[src/rtl/board_text_pkg.sv]
// board_text_pkg: piece codes, ASCII constants and FSM encoding shared by board_text_stream.
package board_text_pkg;
  localparam logic [3:0] PC_EMPTY = 4'd0;
  localparam logic [3:0] PC_PAWN = 4'd1;
  localparam logic [3:0] PC_KNIGHT = 4'd2;
  localparam logic [3:0] PC_BISHOP = 4'd3;
  localparam logic [3:0] PC_ROOK = 4'd4;
  localparam logic [3:0] PC_QUEEN = 4'd5;
  localparam logic [3:0] PC_KING = 4'd6;
  localparam logic [7:0] ASCII_NUL = 8'h00;
  localparam logic [7:0] ASCII_LF = 8'h0A;
  localparam logic [7:0] ASCII_SP = 8'h20;
  localparam logic [7:0] ASCII_CASE = 8'h20;
  typedef enum logic [3:0] {
    ST_IDLE, ST_SQUARE, ST_SEP, ST_EOL, ST_STATUS, ST_STATUS_EOL, ST_BLANK, ST_DONE
`ifdef BOARD_TEXT_LABELS_EN
    , ST_RANK_LBL, ST_RANK_SP, ST_FILE_PAD0, ST_FILE_PAD1, ST_FILE_LBL, ST_FILE_SP, ST_FILE_EOL
`endif
  } state_t;
  function automatic logic [7:0] status_char(input logic white, input logic black);
    return white ? (black ? "X" : "W") : (black ? "B" : "-");
  endfunction
endpackage

[src/rtl/board_text_stream_if.sv]
// board_text_stream_if: render request, snapshot inputs and the valid/ready character stream.
interface board_text_stream_if #(
  parameter int PIECE_WIDTH = 4,
  parameter int FILES = 8,
  parameter int RANKS = 8
);
  localparam int BOARD_WIDTH = PIECE_WIDTH * FILES * RANKS;
  logic [BOARD_WIDTH-1:0] board;
  logic white_in_check, black_in_check, flip, start, busy, done;
  logic [7:0] char_out;
  logic char_valid, char_ready;
  modport master (
    output board, white_in_check, black_in_check, flip, start, char_ready,
    input busy, done, char_out, char_valid
  );
  modport slave (
    input board, white_in_check, black_in_check, flip, start, char_ready,
    output busy, done, char_out, char_valid
  );
endinterface

[src/rtl/board_text_stream_piece.sv]
// piece_to_ascii: square code to glyph; bit 3 selects black, bits 2:0 the piece kind.
module piece_to_ascii
  import board_text_pkg::*;
#(
  parameter int PIECE_WIDTH = 4
) (
  input  logic [PIECE_WIDTH-1:0] code,
  output logic [7:0]             glyph
);
  logic [2:0] kind;
  logic [7:0] base;
  assign kind = code[2:0];
  always_comb begin
    base = kind == PC_PAWN[2:0]   ? "P" :
           kind == PC_KNIGHT[2:0] ? "N" :
           kind == PC_BISHOP[2:0] ? "B" :
           kind == PC_ROOK[2:0]   ? "R" :
           kind == PC_QUEEN[2:0]  ? "Q" :
           kind == PC_KING[2:0]   ? "K" : "?";
    glyph = code == PIECE_WIDTH'(PC_EMPTY) ? "." :
            ((code >> 4) != '0 || base == "?") ? "?" :
            code[3] ? (base | ASCII_CASE) : base;
  end
endmodule

[src/rtl/board_text_stream.sv]
// board_text_stream: renders a board snapshot as ASCII text over a valid/ready byte stream.
// Define BOARD_TEXT_LABELS_EN to add rank digits and a trailing file-letter line.
module board_text_stream
  import board_text_pkg::*;
#(
  parameter int PIECE_WIDTH = 4,
  parameter int FILES = 8,
  parameter int RANKS = 8
) (
  input logic clk,
  input logic reset,
  board_text_stream_if.slave bus
);
  localparam int BOARD_WIDTH = PIECE_WIDTH * FILES * RANKS;
  localparam int FW = FILES > 1 ? $clog2(FILES) : 1;
  localparam int RW = RANKS > 1 ? $clog2(RANKS) : 1;
  localparam int SW = BOARD_WIDTH > 1 ? $clog2(BOARD_WIDTH) : 1;
  localparam logic [FW-1:0] FILE_LAST = FW'(FILES - 1);
  localparam logic [RW-1:0] RANK_LAST = RW'(RANKS - 1);
`ifdef BOARD_TEXT_LABELS_EN
  localparam state_t LINE_START = ST_RANK_LBL;
  localparam state_t BOARD_END = ST_FILE_PAD0;
`else
  localparam state_t LINE_START = ST_SQUARE;
  localparam state_t BOARD_END = ST_STATUS;
`endif
  state_t state, state_n;
  logic [FW-1:0] file_cnt, file_n, file_idx;
  logic [RW-1:0] rank_cnt, rank_n, rank_idx;
  logic [BOARD_WIDTH-1:0] board_q;
  logic white_q, black_q, flip_q, xfer;
  logic [SW-1:0] bit_idx;
  logic [7:0] glyph;
  assign xfer = bus.char_valid && bus.char_ready;
  // counters always run 0..N-1; flip only changes which square they address
  assign file_idx = flip_q ? FILE_LAST - file_cnt : file_cnt;
  assign rank_idx = flip_q ? rank_cnt : RANK_LAST - rank_cnt;
  assign bit_idx = SW'((int'(rank_idx) * FILES + int'(file_idx)) * PIECE_WIDTH);
  piece_to_ascii #(.PIECE_WIDTH(PIECE_WIDTH)) u_glyph (
    .code (board_q[bit_idx +: PIECE_WIDTH]),
    .glyph(glyph)
  );
  always_ff @(posedge clk) begin
    if (reset) begin
      state <= ST_IDLE;
      file_cnt <= '0;
      rank_cnt <= '0;
    end else begin
      state <= state_n;
      file_cnt <= file_n;
      rank_cnt <= rank_n;
    end
    if (!reset && state == ST_IDLE && bus.start) begin
      board_q <= bus.board;
      white_q <= bus.white_in_check;
      black_q <= bus.black_in_check;
      flip_q <= bus.flip;
    end
  end
  always_comb begin
    state_n = state;
    file_n = file_cnt;
    rank_n = rank_cnt;
    bus.char_out = ASCII_NUL;
    bus.done = 1'b0;
    case (state)
      ST_IDLE: begin
        file_n = '0;
        rank_n = '0;
        state_n = bus.start ? LINE_START : ST_IDLE;
      end
`ifdef BOARD_TEXT_LABELS_EN
      ST_RANK_LBL: begin
        bus.char_out = "1" + 8'(rank_idx);
        state_n = xfer ? ST_RANK_SP : state;
      end
      ST_RANK_SP: begin
        bus.char_out = ASCII_SP;
        state_n = xfer ? ST_SQUARE : state;
      end
      ST_FILE_PAD0: begin
        bus.char_out = ASCII_SP;
        state_n = xfer ? ST_FILE_PAD1 : state;
      end
      ST_FILE_PAD1: begin
        bus.char_out = ASCII_SP;
        state_n = xfer ? ST_FILE_LBL : state;
      end
      ST_FILE_LBL: begin
        bus.char_out = "a" + 8'(file_idx);
        state_n = xfer ? ST_FILE_SP : state;
      end
      ST_FILE_SP: begin
        bus.char_out = ASCII_SP;
        if (xfer) begin
          state_n = file_cnt == FILE_LAST ? ST_FILE_EOL : ST_FILE_LBL;
          if (file_cnt != FILE_LAST) file_n = file_cnt + 1'b1;
        end
      end
      ST_FILE_EOL: begin
        bus.char_out = ASCII_LF;
        state_n = xfer ? ST_STATUS : state;
      end
`endif
      ST_SQUARE: begin
        bus.char_out = glyph;
        state_n = xfer ? ST_SEP : state;
      end
      ST_SEP: begin
        bus.char_out = ASCII_SP;
        if (xfer) begin
          state_n = file_cnt == FILE_LAST ? ST_EOL : ST_SQUARE;
          if (file_cnt != FILE_LAST) file_n = file_cnt + 1'b1;
        end
      end
      ST_EOL: begin
        bus.char_out = ASCII_LF;
        if (xfer) begin
          file_n = '0;
          state_n = rank_cnt == RANK_LAST ? BOARD_END : LINE_START;
          if (rank_cnt != RANK_LAST) rank_n = rank_cnt + 1'b1;
        end
      end
      ST_STATUS: begin
        bus.char_out = status_char(white_q, black_q);
        state_n = xfer ? ST_STATUS_EOL : state;
      end
      ST_STATUS_EOL: begin
        bus.char_out = ASCII_LF;
        state_n = xfer ? ST_BLANK : state;
      end
      ST_BLANK: begin
        bus.char_out = ASCII_LF;
        state_n = xfer ? ST_DONE : state;
      end
      ST_DONE: begin
        bus.done = 1'b1;
        state_n = ST_IDLE;
      end
      default: state_n = ST_IDLE;
    endcase
    bus.busy = state != ST_IDLE && state != ST_DONE;
    bus.char_valid = bus.busy;
  end
endmodule

[src/flat_wrapper.sv]
// flat-port wrapper written by rule: the top's interface ports become plain ports
module board_text_stream_flat import board_text_pkg::*;
#(
  parameter int PIECE_WIDTH = 4,
  parameter int FILES = 8,
  parameter int RANKS = 8
)
  (clk, reset, bus_board, bus_white_in_check, bus_black_in_check, bus_flip, bus_start, bus_char_ready, bus_busy, bus_done, bus_char_out, bus_char_valid);
  board_text_stream_if #(.PIECE_WIDTH(PIECE_WIDTH), .FILES(FILES), .RANKS(RANKS)) bus_i ();
  input logic clk;
  input logic reset;
  input wire logic [$bits(bus_i.board)-1:0] bus_board;
  input wire logic [$bits(bus_i.white_in_check)-1:0] bus_white_in_check;
  input wire logic [$bits(bus_i.black_in_check)-1:0] bus_black_in_check;
  input wire logic [$bits(bus_i.flip)-1:0] bus_flip;
  input wire logic [$bits(bus_i.start)-1:0] bus_start;
  input wire logic [$bits(bus_i.char_ready)-1:0] bus_char_ready;
  output wire logic [$bits(bus_i.busy)-1:0] bus_busy;
  output wire logic [$bits(bus_i.done)-1:0] bus_done;
  output wire logic [$bits(bus_i.char_out)-1:0] bus_char_out;
  output wire logic [$bits(bus_i.char_valid)-1:0] bus_char_valid;
  assign bus_i.board = bus_board;
  assign bus_i.white_in_check = bus_white_in_check;
  assign bus_i.black_in_check = bus_black_in_check;
  assign bus_i.flip = bus_flip;
  assign bus_i.start = bus_start;
  assign bus_i.char_ready = bus_char_ready;
  assign bus_busy = bus_i.busy;
  assign bus_done = bus_i.done;
  assign bus_char_out = bus_i.char_out;
  assign bus_char_valid = bus_i.char_valid;
  board_text_stream #(.PIECE_WIDTH(PIECE_WIDTH), .FILES(FILES), .RANKS(RANKS)) u_core (.clk(clk), .reset(reset), .bus(bus_i));
endmodule
[config.mk]
export PLATFORM = sky130hd
export DESIGN_NAME = board_text_stream_flat
export DESIGN_NICKNAME = d
export VERILOG_FILES = /design/src/rtl/board_text_pkg.sv /design/src/rtl/board_text_stream_if.sv /design/src/rtl/board_text_stream_piece.sv /design/src/rtl/board_text_stream.sv /design/src/flat_wrapper.sv
export SDC_FILE = /design/constraint.sdc
export NUM_CORES = 1
export LEC_CHECK = 0
export BUFFER_PORTS_ARGS = -buffer_cell sky130_fd_sc_hd__buf_2
export CAP_MARGIN = 20
export CORE_ASPECT_RATIO = 0.8
export CORE_MARGIN = 2
export CORE_UTILIZATION = 50
export CTS_BUF_LIST = sky130_fd_sc_hd__clkbuf_16
export DETAILED_ROUTE_END_ITERATION = 8
export PLACE_DENSITY = 0.87
export SLEW_MARGIN = 10
export SYNTH_ARGS = -nofsm -noshare
export SYNTH_HDL_FRONTEND = slang
export SYNTH_SLANG_ARGS = --single-unit
[constraint.sdc]
create_clock -name clk -period 19.8 [get_ports clk]
set_input_delay 0.99 -clock clk [delete_from_list [all_inputs] [get_ports clk]]
set_output_delay 0.99 -clock clk [all_outputs]
set_load 0.005 [all_outputs]
==> results of run 1 <==
==> layout by cell type, fill, tap and decap left out, types with 8 or more instances in the layout <==
cell       count
buf_2        272
edfxtp_1     259
mux4_2        93
mux2i_1       35
nor2_1        30
clkbuf_16     27
nand2_1       20
a21oi_1       18
nand3_1       16
a22oi_1       15
buf_4         14
inv_1         12
mux4_1        10
o21ai_0       10
nor3b_1        9
nor2b_1        9
diode_2        8
==> metrics by stage <==
step	instance area (um^2)	worst slack [ns]	hold WS, ns	std cells
after floorplan	12700	7.95	0.482	702
after global placement	14200	14.80	0.503	1262
after detailed placement	14200	14.81	0.520	1263
after CTS	15100	14.21	0.533	1308
after global routing	15100	13.94	0.574	1316
final	15100	14.22	0.531	1316
==> kinds of logic after synthesis <==
kind of cell / count (synthesis) / synth area share, %
buf+inv: 60 / 3.61
compound gates: 96 / 5.76
mux: 148 / 22.1
other cells: 1 / 0.0294
simple gates: 118 / 4.87
flops: 268 / 62.5
fa+ha+maj: 5 / 0.491
xor+xnor: 6 / 0.619
==> metal layers <==
metal | GRT usage, % | up-vias
li1 | - | 3481
met1 | 32.0 | 3958
met2 | 38.2 | 467
met3 | 6.25 | 74
met4 | 8.19 | 0
met5 | 0 | -
==> report_power, final <==
part | switching [mW] | total [mW] | internal, mW | leakage (nW)
registers | 0.0130 | 0.667 | 0.654 | 2.47
logic | 0.0571 | 0.113 | 0.0563 | 2.48
clock network | 0.210 | 0.497 | 0.287 | 0.435
total | 0.280 | 1.28 | 0.997 | 5.38
==> cell type report <==
class,count,share of cell area [%]
timing repair buffer,287,9.79
clock buffer,27,4.48
inverter,10,0.249
sequential,268,52.8
clock inverter,18,1.18
multi-input combinational,374,28.7
antenna,8,0.133
tap,324,2.69
==> worst min-delay path, cell delays in order, from the launching register on <==
cell and delay, ns:
dfxtp_2 0.35, o21ai_0 0.08, a21oi_1 0.06
==> worst min-delay path by stage <==
stage,cells after the start,from,end
after global routing,1,bus_board[237],u_core.board_q[237]
final,2,u_core.file_cnt[2],u_core.file_cnt[2]
after global placement,2,u_core.file_cnt[2],u_core.file_cnt[2]
after CTS,2,u_core.file_cnt[2],u_core.file_cnt[2]
after detailed placement,2,u_core.file_cnt[2],u_core.file_cnt[2]
after floorplan,2,u_core.rank_cnt[2],u_core.rank_cnt[2]
==> sequential cells by signal (all words and copies together) (netlist names) <==
register / flops
u_core.flip_q: 1
u_core.board_q: 256
u_core.black_q: 1
u_core.white_q: 1
u_core.state: 3
u_core.file_cnt: 3
u_core.rank_cnt: 3
==> impl_metrics.toml, run 1 <==
[global_route]
grt_overflow_total = 0
grt.total_usage_pct = 23.8
antenna_found_initial = 8
grt_pass1_wl_mm = 47.5
grt_max_degree = 81
grt_pass1_vias = 8190

[die]
fp.coreArea_um2 = 25200
num_rows = 52
die_w_um = 182
io_pins = 274
initial_utilization_pct = 50.6
die_area_um2 = 26800
die_y_um = 147

[yosys]
ys.flop_type = "edfxtp_1"
synth_top_area_cell = "edfxtp_1"
yosysWarnings = 0
ys_types = 74
syn_area_um2 = 12700
syn_inst = 702
synth_top_cell_area_share_pct = 61.1
syn-mean-instance-area_um2 = 18.1
synth_seq_cells = 268
synth_edf_count = 259
syn_nets = 970
synthTopCellsByCount = "edfxtp_1 (259), mux4_2 (93), mux2i_1 (35), nor2_1 (30), buf_6 (21)"
synthTopCellsByArea = "edfxtp_1 (61%), mux4_2 (16%), mux2i_1 (2.8%)"
async_flop_share_pct = 0
yosysMostFrequentCell = "edfxtp_1"
yosysSeqAreaShare_pct = 62.5

[setup_path]
cp-endpoint = "bus_char_out[4]"
r2r_cells = 4
worstPathRequired_ns = 18.81
worstReg2RegEnd = "u_core.board_q[157]"
cp_max_fo = 59
end_kind = "primary output"
cpLargestDelayFamily = "multiplexers"
ff2ff_setup_slack_ns = 16.69
cp_num_buf_inv = 3
critPathArrivalTime_ns = 4.59
cp_num_cells = 10
startpoint = "u_core.flip_q"
timing.rr.start = "u_core.state[2]"
path_cells = "buf_4 -> buf_4 -> mux4_2 -> mux4_2 -> mux2i_1 -> a211oi_1 -> a21oi_1 -> nor3b_1 -> o31ai_1 -> buf_2"
worst_setup_path_start_kind = "flop"
max_stage_delay_ns = 0.72
crit_type = "flop to primary output"
slowest_stage = "buf_4"

[sta]
tightest_slew_ns = 0.978
skew_ns = 0.0242
relSlewSlack_pct = 34.8
rsz0062_at_grt = "false"
min_period_ns = 5.58
max_freq_mhz = 179
tns_ns = 0
period_share_pct = 28.2
drv_slew = 0
setup_viol_count_final = 0
hold_viol = 0

[run_status]
run_status = "complete, no violations"

[route]
topRoutingLayerUsed = "met4"
met3_length_mm = 2.99
m1WireLength_mm = 12.0
antenna_left = 0
drt_wl_total_mm = 31.6
wl_met2_mm = 15.6
viasPerCell = 6.06
vias = 7980
dr.pass1.iters = 5
drt_iter0_drc = 902
route.detailed.drc = 0
wl_per_cell_um = 24.0

[layout]
drive_gt1_share_pct = 45.2
nFillCells = 1812
layout.nets = 1236
multiInputGateArea_um2 = 4330
seqCellArea_um2 = 7960
syn_to_final_growth_pct = 18.5
fin_util_pct = 59.9

[clock_network]
postCtsSetupBuffers = 0
cts_tree = "built"
cts_root_buf = "clkbuf_16"
clock_sinks = 268
ctsHoldBuffers = 0
cts_buffer_depth = 3
cts_made_buffers = 27
cts.clk_slew.worst_paths_ns = 0.06
cts_max_level = 1
cts_resized = 0
clk_latency_ns = 0.57

[place]
port_buffers = 272
dp_hpwl_mm = 22.5
gp_congestion = 0.812

[power]
power_density_nw_per_um2 = 84.6
leakagePower_nw = 5.38
ir_worst_vdd_mv = 0.0805
power_mw = 1.28

[min_path]
hold_class = "flop to flop"

[job]
maxCapViolations = 0
No activity file was read; power rests on OpenSTA's default activity.
==> run 2: changes to the inputs <==
- ABC_AREA: unset -> 1
- CORE_UTILIZATION: 50 -> 49
- clock period: 19.8 -> 4.5 ns (I/O delays scaled with it)
==> run 2 against run 1 <==
Compared with the run above: sequential cell count is the same; sequential power rose to 4.4 times the previous value; global-route usage is 7.5 points higher; clock skew decreased by 0.0092 ns; setup slack worse by 14 ns; hold slack worse by 0.41 ns; wire length increased by 25%; die area fell by 7.9%; clock power grew to 4.5 times the previous value; register-to-register slack worse by 15 ns; via count rose by 32%; sequential share of layout area fell by 5.3 points; largest cell class unchanged.
==> impl_metrics.toml, run 2 <==
[clock_network]
cts_max_level = 1
cts_made_buffers = 26
postCtsSetupBuffers = 0
cts_root_buf = "clkbuf_16"
clock_sinks = 268
cts_buffer_depth = 3
cts_tree = "built"
clk_latency_ns = 0.53
cts.clk_slew.worst_paths_ns = 0.07

[min_path]
whs_path_depth = 5
hold_class = "primary input to flop"

[yosys]
yosysMostFrequentCell = "nand2_1"
synth_seq_cells = 268
yosysWarnings = 0
async_flop_share_pct = 0
synth_top_cell_area_share_pct = 67.8
yosysSeqAreaShare_pct = 69.4
syn_area_um2 = 11500
syn-mean-instance-area_um2 = 10.8
syn_nets = 1327
ys_types = 26
synthTopCellsByArea = "edfxtp_1 (68%), nand3_1 (11%), nand2_1 (9.8%)"
syn_inst = 1059
synth_edf_count = 259
ys.flop_type = "edfxtp_1"
synthTopCellsByCount = "nand2_1 (298), edfxtp_1 (259), nand3_1 (256), inv_1 (122), buf_2 (28)"
synth_top_area_cell = "edfxtp_1"

[layout]
layout_commonest_cell = "nand2_1"
drive_gt1_share_pct = 21.7
most-common-layout-cells = "nand2_1 (295), buf_2 (272), dlygate4sd3_1 (260), edfxtp_1 (259), nand3_1 (256)"
multiInputGateArea_um2 = 2850
seqCellArea_um2 = 7960
largest_register = "u_core.board_q"
syn_to_final_growth_pct = 46.1
largest_register_ffs = 256
layout.nets = 1859
fin_util_pct = 72.2
nFillCells = 1456

[setup_path]
worstReg2RegEnd = "u_core.board_q[113]"
ff2ff_setup_slack_ns = 2.10
critPathArrivalTime_ns = 4.05
r2r_cells = 7
worst_setup_path_start_kind = "flop"
worstPathRequired_ns = 4.28
timing.rr.start = "u_core.state[0]"
end_kind = "primary output"
crit_type = "flop to primary output"
cp-endpoint = "bus_char_out[2]"
cp_max_fo = 42
startpoint = "u_core.flip_q"

[sta]
skew_ns = 0.0149
setup_viol_count_final = 0
hold_viol = 0
rsz0062_at_grt = "false"
max_freq_mhz = 234
relSlewSlack_pct = 42.3
tns_ns = 0
min_period_ns = 4.28
period_share_pct = 95.0
tightest_slew_ns = 0.864
drv_slew = 0

[global_route]
grt_pass1_wl_mm = 59.3
grt.total_usage_pct = 31.3
antenna_found_initial = 2
grt_max_degree = 56
grt_overflow_total = 0
grt_pass1_vias = 10912

[route]
dr.pass1.iters = 6
vias = 10562
antenna_left = 0
drt_wl_total_mm = 39.4
drt_iter0_drc = 1179
route.detailed.drc = 0
wl_per_cell_um = 20.5
viasPerCell = 5.48

[power]
leakagePower_nw = 7.26
ir_worst_vdd_mv = 0.333
power_density_nw_per_um2 = 357

[job]
maxCapViolations = 0

[place]
port_buffers = 272
dp_hpwl_mm = 21.6
gp_congestion = 0.918

[run_status]
run_status = "complete, no violations"

[die]
die_w_um = 175
num_rows = 50
die_y_um = 141
initial_utilization_pct = 49.4
die_area_um2 = 24700
io_pins = 274
fp.coreArea_um2 = 23200
==> run 2: cell types whose count changed in the layout (fill, tap and decap cells not counted), sizes merged, moves of 8 or more <==
cell / previous run / this run
mux4: 103 / 0
nor2: 31 / 16
nor3b: 11 / 0
a21oi: 18 / 10
inv: 14 / 133
dlygate4sd3: 0 / 260
nor2b: 9 / 0
nand2: 20 / 299
mux2i: 35 / 0
a22oi: 15 / 0
buf: 287 / 296
nand3: 16 / 256
mux2: 10 / 0
==> run 2: worst max-delay path, cell delays in order, from the launching register on <==
cell      delay (ns)
edfxtp_1        0.67
inv_2           0.15
nand2_2         0.23
nand2_4         0.45
buf_4           0.40
nand2_1         0.12
nand3_1         0.11
nand3_1         0.08
nand3_1         0.14
nand3_1         0.08
nand3_1         0.12
nand2_1         0.19
inv_2           0.10
nand2_1         0.08
nand2_1         0.11
nand3_1         0.12
o21ai_1         0.21
buf_2           0.15
==> run 2: logic make-up (layout without fill, tap and decap cells) <==
family / after synthesis / after routing / share of synthesized area (%)
AOI/OAI and AO/OA: 25 / 25 / 1.23
xor gates and xnor gates: 6 / 6 / 0.589
adders and majority gates: 5 / 5 / 0.546
buffers and inverters: 178 / 729 / 6.39
DFF: 268 / 268 / 69.4
other: 1 / 5 / 0.0327
and+or+nand+nor: 576 / 576 / 21.8
==> run 2: what timing repair did <==
item | CTS | global route
setup endpoints to repair | 0 | 1
resized for setup | 0 | 1
hold buffers | 260 | 0
hold endpoints to repair | 265 | 0
==> run 2: layer usage <==
layer  wire length (um)  share of wire (%)  vias up  global-route usage, %
met3               3840                9.7      160                   7.07
met4               1810                4.6        0                   14.3
met5                  0                  0        -                      0
li1                   -                  -     4656                      -
met1              14200                 36     4944                   37.2
met2              19500                 50      802                   54.7
==> run 2: cell type report <==
type,instances,area share (%)
Sequential cell,268,47.5
Timing Repair Buffer,556,25.1
Multi-Input combinational cell,613,17.0
Clock buffer,27,4.03
Inverter,126,2.82
Tap cell,312,2.33
Clock inverter,20,1.16
Antenna cell,4,0.0597
==> run 2: worst min-delay path by stage <==
stage / from / endpoint / slack (ns)
finish: bus_start / u_core.state[0] / 0.12
global route: bus_start / u_core.state[0] / 0.17
CTS: bus_start / u_core.state[0] / 0.10
detailed placement: bus_board[162] / u_core.board_q[162] / 0.40
global placement: bus_board[148] / u_core.board_q[148] / 0.40
floorplan: bus_black_in_check / u_core.black_q / 0.32
==> run 2: per-stage QoR <==
stage                     hold slack [ns]  setup WS (ns)  cell area, um^2  std cells  power [mW]
after CTS                           0.104          0.331            16700       1922        5.94
after global routing                0.173         0.0269            16800       1924        6.15
final                               0.118          0.224            16800       1926        5.98
after floorplan                     0.324         -0.457            11500       1059        3.30
after detailed placement            0.403          0.925            13300       1615        3.55
after global placement              0.401           1.06            13200       1614        3.52
==> run 2: power breakdown <==
part / switching, mW / internal, mW
registers: 0.0426 / 2.88
clock network: 0.940 / 1.31
logic: 0.441 / 0.363
total: 1.42 / 4.56
==> run 3: changes to the inputs <==
- ABC_AREA: 1 -> 0
- CORE_ASPECT_RATIO: 0.8 -> unset
- CORE_UTILIZATION: 49 -> 50
==> run 3 against run 2 <==
Compared with the run above: wire length increased by 4.7%; sequential share of layout area decreased by 3.0 points; cell area increased by 6.8%; power increased by 2.0%; first-iteration DRC count increased by 2.8%; hold slack got worse by 0.0066 ns; via count decreased by 8.7%; core utilization decreased by 0.92 points; critical path type unchanged.
==> impl_metrics.toml, run 3 (synthesis results as in run 1) <==
[sta]
whs_ns = 0.111
rsz0062_at_grt = "false"
min_period_ns = 4.35
hold_viol = 0
relSlewSlack_pct = 39.7
drv_slew = 0
skew_ns = 0.0236
max_freq_mhz = 230
setup_viol_count_final = 0
tightest_slew_ns = 0.904
period_share_pct = 96.7
setup_ws_ns = 0.150

[place]
dp_hpwl_mm = 22.3
dp_slack_ns = 0.931
dp_cells = 1275
port_buffers = 272
gp_congestion = 0.878

[die]
die_y_um = 164
die_w_um = 164
die_area_um2 = 26800
num_rows = 58
initial_utilization_pct = 50.7
fp.coreArea_um2 = 25100
io_pins = 274

[run_status]
run_status = "complete, no violations"

[layout]
largest_register = "u_core.board_q"
drive_gt1_share_pct = 36.4
largest_register_ffs = 256
syn_to_final_growth_pct = 40.5
most-common-layout-cells = "buf_2 (272), dlygate4sd3_1 (260), edfxtp_1 (259), mux4_2 (93), mux2i_1 (35)"
layout_commonest_cell = "buf_2"
layout.nets = 1503
final_cells = 1591

[route]
drt_iter0_drc = 1212
drt_wl_total_mm = 41.3
vias = 9642
route.detailed.drc = 0
dr.pass1.iters = 5
viasPerCell = 6.06
wl_per_cell_um = 25.9
antenna_left = 0

[global_route]
grt_pass1_vias = 10138
grt_overflow_total = 0
grt_max_degree = 101
grt.total_usage_pct = 30.8
antenna_found_initial = 5
grt_pass1_wl_mm = 60.3

[clock_network]
cts_made_buffers = 28
clk_latency_ns = 0.57
cts_buffer_depth = 3
cts_max_level = 1
cts_root_buf = "clkbuf_16"
cts.clk_slew.worst_paths_ns = 0.07
clock_sinks = 268
postCtsSetupBuffers = 0
cts_tree = "built"

[power]
seq_power_share_pct = 48.2
power_density_nw_per_um2 = 341
p_sw_mw = 1.44
power.internal_mw = 4.66
power_mw = 6.10
clkPwrFrac_pct = 40.0
ir_worst_vdd_mv = 0.302
combPwrFrac_pct = 11.7
leakagePower_nw = 6.55
swShare_pct = 23.6

[job]
maxCapViolations = 0

[setup_path]
end_kind = "primary output"
crit_type = "flop to primary output"
cp_max_fo = 6
critPathArrivalTime_ns = 4.13
worstPathRequired_ns = 4.28
worst_setup_path_start_kind = "flop"

[min_path]
hold_class = "primary input to flop"
[run 3: cell count changes in the layout (fill, tap and decap cells not counted), sizes merged, moves of 15 or more]
cell   delta
nor2     +15
nand3   -240
mux4    +103
a22oi    +15
mux2i    +35
nand2   -279
inv     -116
[run 3: cell type report]
cell class	count	area (um^2)
diodes	5	12.5
clock buffers	28	701
clock inverters	23	255
fillers	1531	7210
inverters	10	37.5
multi-input cells	374	4340
flip-flops and latches	268	7960
well taps	330	413
repair buffers	553	4170
[run 3: worst paths after layout]
path,startpoint,end,slack (ns),depth (start not counted)
worst max-delay path,u_core.flip_q,bus_char_out[3],0.15,9
worst min-delay path,bus_char_ready,u_core.state[0],0.11,3
worst max register to register,u_core.state[2],u_core.board_q[83],1.88,3
worst min register to register,u_core.rank_cnt[2],u_core.rank_cnt[2],0.54,2
[run 3: critical path: stages, from the launching register on]
cell       delay, ns
edfxtp_1        0.59
xor2_2          0.54
mux4_1          0.68
a22oi_1         0.35
nand4_1         0.21
a2bb2o_4        0.30
inv_1           0.09
o211a_1         0.24
a2111oi_2       0.39
buf_2           0.18
[run 3: stage by stage]
stage / util [%] / area (um^2) / setup TNS [ns]
floorplan: - / 12800 / -814.19
global placement: 57.1 / 14300 / 0
detailed placement: 57.1 / 14300 / 0
CTS: 71.2 / 17900 / 0
global route: 71.3 / 17900 / 0
finish: 71.3 / 17900 / 0
[run 3: metal layers]
layer	GRT usage, %	wire [um]	up-vias
met3	4.70	3150	146
li1	-	-	4022
met5	0	0	-
met4	13.5	2010	0
met2	56.3	22300	689
met1	35.7	13800	4785
[run 3: power by group through the flow]
| stage | sequential [mW] | clock, mW | combinational (mW) |
|---|---|---|---|
| 6_report | 2.94 | 2.44 | 0.715 |
| 5_1_grt | 2.95 | 2.55 | 0.751 |
| 4_1_cts | 2.93 | 2.40 | 0.682 |
| 3_5_place_dp | 2.98 | 0 | 0.496 |
| 3_3_place_gp | 2.97 | 0 | 0.485 |
| 2_1_floorplan | 2.98 | 0 | 0.306 |
[run 3: timing repair]
item	CTS	global route
resized for setup	0	0
endpoints found under the hold margin	266	0
hold buffers	260	0
